==> src/rtl/serial_deshifter.sv <==
// Serial-in/parallel-out receiver: collects WIDTH bits sampled on shift_en cycles and presents
// each completed word in a one-entry holding buffer with a valid/ready handshake. Words that
// complete while the buffer is still full are dropped and flagged by a sticky overrun bit.
module serial_deshifter #(
    parameter int unsigned WIDTH     = 8,
    parameter bit          LSB_FIRST = 1'b0,
    localparam int unsigned CW       = $clog2(WIDTH)
) (
    input  logic             clk,
    input  logic             reset_n,
    input  logic             serial_in,
    input  logic             shift_en,
    input  logic             frame_start,
    input  logic             data_ready,
    input  logic             clr_ovr,
    output logic [WIDTH-1:0] data_out,
    output logic             data_valid,
    output logic             overrun,
    output logic [CW-1:0]    bit_count
);

    // Holding buffer states; the buffer state bit is data_valid itself.
    localparam logic BUF_EMPTY = 1'b0;
    localparam logic BUF_FULL  = 1'b1;

    logic [WIDTH-1:0] sreg_q, sreg_d;
    logic [CW-1:0]    cnt_q, cnt_d;
    logic [WIDTH-1:0] dout_q, dout_d;
    logic             buf_q, buf_d;
    logic             ovr_q, ovr_d;

    logic [WIDTH-1:0] shift_base;
    logic [WIDTH-1:0] shifted;
    logic             last_bit;
    logic             complete;
    logic             transfer;
    logic             buf_free;
    logic             load;
    logic             drop;

    // Collector: shift path and bit counter; frame_start restarts from an empty word.
    always_comb begin
        shift_base = frame_start ? '0 : sreg_q;
        if (LSB_FIRST) begin
            shifted = {serial_in, shift_base[WIDTH-1:1]};
        end else begin
            shifted = {shift_base[WIDTH-2:0], serial_in};
        end

        last_bit = (cnt_q == CW'(WIDTH - 1));
        // A frame_start cycle never completes a word, even on the last bit position.
        complete = shift_en && !frame_start && last_bit;

        sreg_d = sreg_q;
        cnt_d  = cnt_q;
        if (frame_start) begin
            sreg_d = shift_en ? shifted : '0;
            cnt_d  = shift_en ? CW'(1) : '0;
        end else if (shift_en) begin
            sreg_d = shifted;
            cnt_d  = last_bit ? '0 : cnt_q + CW'(1);
        end
    end

    // Buffer: load, transfer and overrun decisions for the holding register.
    always_comb begin
        transfer = (buf_q == BUF_FULL) && data_ready;
        buf_free = (buf_q == BUF_EMPTY) || data_ready;
        load     = complete && buf_free;
        drop     = complete && !buf_free;

        dout_d = load ? shifted : dout_q;

        buf_d = buf_q;
        if (load) begin
            buf_d = BUF_FULL;
        end else if (transfer) begin
            buf_d = BUF_EMPTY;
        end

        // Setting wins over a coincident clear.
        ovr_d = ovr_q;
        if (drop) begin
            ovr_d = 1'b1;
        end else if (clr_ovr) begin
            ovr_d = 1'b0;
        end
    end

    // State registers with asynchronous active-low reset.
    always_ff @(posedge clk or negedge reset_n) begin
        if (!reset_n) begin
            sreg_q <= '0;
            cnt_q  <= '0;
            dout_q <= '0;
            buf_q  <= BUF_EMPTY;
            ovr_q  <= 1'b0;
        end else begin
            sreg_q <= sreg_d;
            cnt_q  <= cnt_d;
            dout_q <= dout_d;
            buf_q  <= buf_d;
            ovr_q  <= ovr_d;
        end
    end

    assign data_out   = dout_q;
    assign data_valid = buf_q;
    assign overrun    = ovr_q;
    assign bit_count  = cnt_q;

endmodule

==> config.mk <==
export PLATFORM = sky130hd
export DESIGN_NAME = serial_deshifter
export DESIGN_NICKNAME = d
export VERILOG_FILES = /design/src/rtl/serial_deshifter.sv
export SDC_FILE = /design/constraint.sdc
export NUM_CORES = 1
export LEC_CHECK = 0
export BUFFER_PORTS_ARGS = -buffer_cell sky130_fd_sc_hd__clkbuf_2
export CORE_MARGIN = 2
export CORE_UTILIZATION = 55
export CTS_CLUSTER_SIZE = 12
export DETAILED_ROUTE_END_ITERATION = 10
export PLACE_DENSITY = 0.85
export REMOVE_ABC_BUFFERS = 1
export SLEW_MARGIN = 20
export SYNTH_ARGS = -nofsm -noshare
export SYNTH_HDL_FRONTEND = slang
export SYNTH_SLANG_ARGS = --single-unit
==> constraint.sdc <==
create_clock -name clk -period 3.06 [get_ports clk]
set_input_delay 0.612 -clock clk [delete_from_list [all_inputs] [get_ports clk]]
set_output_delay 0.612 -clock clk [all_outputs]
set_load 0.02 [all_outputs]
==> flow_summary.yaml <==
floorplan:
  initial_core_util_pct: 59.4
  fp-row-count: 14
  ioPinCount: 20
  dieWidth_um: 44.6
  die_area_um2: 1990
  dieHeight_um: 44.6
  core_area_um2: 1520
detailed_routing:
  viasPerCell: 5.11
  remaining_drc_errors: 0
  wl_um: 1330
  ant_nets: 0
  drtPass1Iterations: 2
  drt-wirelength-per-cell_um: 12.7
  drtIter0Drc: 2
  vias: 537
setup_path:
  critical_path.top_delay_family: "flip-flops"
  cpPeakStageDelay_ps: 410
  crit_buf_inv: 1
  crit_required_ps: 3250
  crit_top_cell: "ha_1"
  slowest_stage: "dfrtp_1"
  cp.arrival_ps: 1790
  critPathCaptureType: "flip-flop"
  critPathMaxFanout: 8
  crit_path_cell_trace: "ha_1 > ha_1 > nand3b_4 > nor2b_1 > buf_4 > mux2_4"
  cp-start-kind: "flip-flop"
  crit_type: "flip-flop to flip-flop"
clocking:
  cts.clk_slew.worst_paths_ps: 100
  clockBufferDepth: 2
  cts_root_buf: "clkbuf_4"
  cts_buffers: 3
  cts_num_sinks: 20
  clock_latency_ps: 290
  hold_buffers: 0
  cts_setup_buffers: 0
  h-tree-depth: 1
  cts_tree: "done"
  cts-resized-gates: 0
timing:
  min_period_over_period_pct: 52.3
  max_freq_ghz: 0.625
  whs_ps: 258
  fin_ws_ps: 1460
  drv_slew: 0
  hold_viol: 0
  worst_slew_pin_slew_ps: 489
  rsz0062_at_grt: "no"
  totalNegativeSetupSlack_ps: 0
  finalSetupViolations: 0
  skew_ps: 1.29
  period_minus_slack_ps: 1600
  timing.slew.headroom_pct: 67.4
global_routing:
  grt_pass1_vias: 520
  antenna_found_initial: 0
  grt_first_pass_wirelength_um: 2300
  overflow: 0
  grt_util_all_layers_pct: 16.6
  grt_max_degree: 21
synthesis:
  synthTopCellsByArea: "dfrtp_1 (55%), mux2_4 (13%), mux2i_1 (8.9%)"
  yosys_warnings: 0
  syn_inst: 68
  synth_top_area_share_pct: 55.3
  seq_area_frac_synth_pct: 55.3
  syn_area_um2: 905
  yosysMostFrequentCell: "dfrtp_1"
  synthTopCellsByCount: "dfrtp_1 (20), nor2_1 (10), mux2_4 (8), mux2i_1 (8), and2b_1 (6)"
  synth_seq_cells: 20
  syn_avg_cell_area_um2: 13.3
  ys_types: 17
  yosysTopAreaCell: "dfrtp_1"
  ys.flop_type: "dfrtp_1"
  synth_edf_count: 0
  async_flop_share_pct: 100
layout:
  fin_util_pct: 68.5
  fillCellCount: 108
  drive_above_1_share_pct: 38.2
  nNetsFinal: 99
  syn2layout_area_growth_pct: 15.4
  insertedDiodeCount: 0
  fin_cells: 105
  design_area_um2: 1040
power_and_ir_drop:
  p_leak_nw: 0.603
  powerDensity_nw_per_um2: 443
  power_uw: 463
  ir_worst_vdd_mv: 0.251
placed_design:
  hpwl_um: 966
  port_buffers: 19
  place.gp.congestion: 0.729
  place_ws_ps: 1240
  placedInstanceArea_um2: 1010
  dp_cells: 101
min_path:
  hp-class: "primary input to asynchronous set/reset pin"
run:
  max-cap-violations: 0
run_status:
  status: "finished, final reports clean"
-- cell families (layout without fill, tap and decap cells) --
logic type | count (synthesis) | count (layout) | share of synthesized area (%)
AOI/OAI and AO/OA | 2 | 2 | 1.24
and+or+nand+nor | 23 | 23 | 14.7
buffers and inverters | 4 | 25 | 2.63
DFF | 20 | 20 | 55.3
muxes | 17 | 17 | 23.4
adders and majority gates | 2 | 2 | 2.77
-- layout by cell type, fill, tap and decap left out --
| cell | count |
|---|---|
| nand2b_1 | 1 |
| nor2_1 | 10 |
| inv_1 | 1 |
| mux2_4 | 8 |
| o22ai_1 | 1 |
| dfrtp_1 | 20 |
| mux2_2 | 1 |
| ha_1 | 2 |
| clkbuf_2 | 19 |
| o21ai_0 | 1 |
| and2b_1 | 6 |
| nand3b_4 | 1 |
| nor2b_1 | 2 |
| clkbuf_8 | 1 |
| buf_4 | 1 |
| nand2_1 | 3 |
| mux2i_1 | 8 |
| clkbuf_4 | 3 |
-- final timing paths --
kind	slack [ps]	from	endpoint	cells after the start
max in group asynchronous	2470	reset_n	data_out[5]$_DFFE_PN0P_	1
worst max-delay path	1460	bit_count[0]$_DFFE_PN0P_	data_out[2]$_DFFE_PN0P_	6
worst max register to register	1460	bit_count[0]$_DFFE_PN0P_	data_out[2]$_DFFE_PN0P_	6
min in group clk	500	clr_ovr	overrun$_DFFE_PN0P_	2
worst min register to register	520	data_out[4]$_DFFE_PN0P_	data_out[4]$_DFFE_PN0P_	1
worst min-delay path	260	reset_n	data_valid$_DFFE_PN0P_	1
-- sequential cells by signal (all words and copies together), names as in the netlist --
name and count:
bit_count 3, data_out 8, data_valid 1, overrun 1, sreg_q 7
-- power by group --
part / internal, mW / switching [mW] / leakage (nW)
Clock: 0.0725 / 0.0745 / 0.0210
Combinational: 0.0164 / 0.0240 / 0.307
Sequential: 0.270 / 0.00483 / 0.274
Total: 0.359 / 0.103 / 0.603
-- layer usage --
metal | global-route usage, % | up-vias | part of all wire, %
li1 | - | 269 | -
met1 | 21.9 | 256 | 47
met2 | 24.3 | 10 | 48
met3 | 3.67 | 2 | 3.5
met4 | 10.9 | 0 | 1.1
met5 | 0 | - | 0
-- final cells by class --
| type | count | area (um2) | share of cell area (%) |
|---|---|---|---|
| Timing Repair Buffer | 20 | 103 | 9.83 |
| Sequential cell | 20 | 500 | 48.0 |
| Clock buffer | 4 | 36.3 | 3.48 |
| Tap cell | 16 | 20.0 | 1.92 |
| Inverter | 1 | 3.75 | 0.360 |
| Multi-Input combinational cell | 44 | 380 | 36.5 |
No activity file was read; power rests on OpenSTA's default activity.
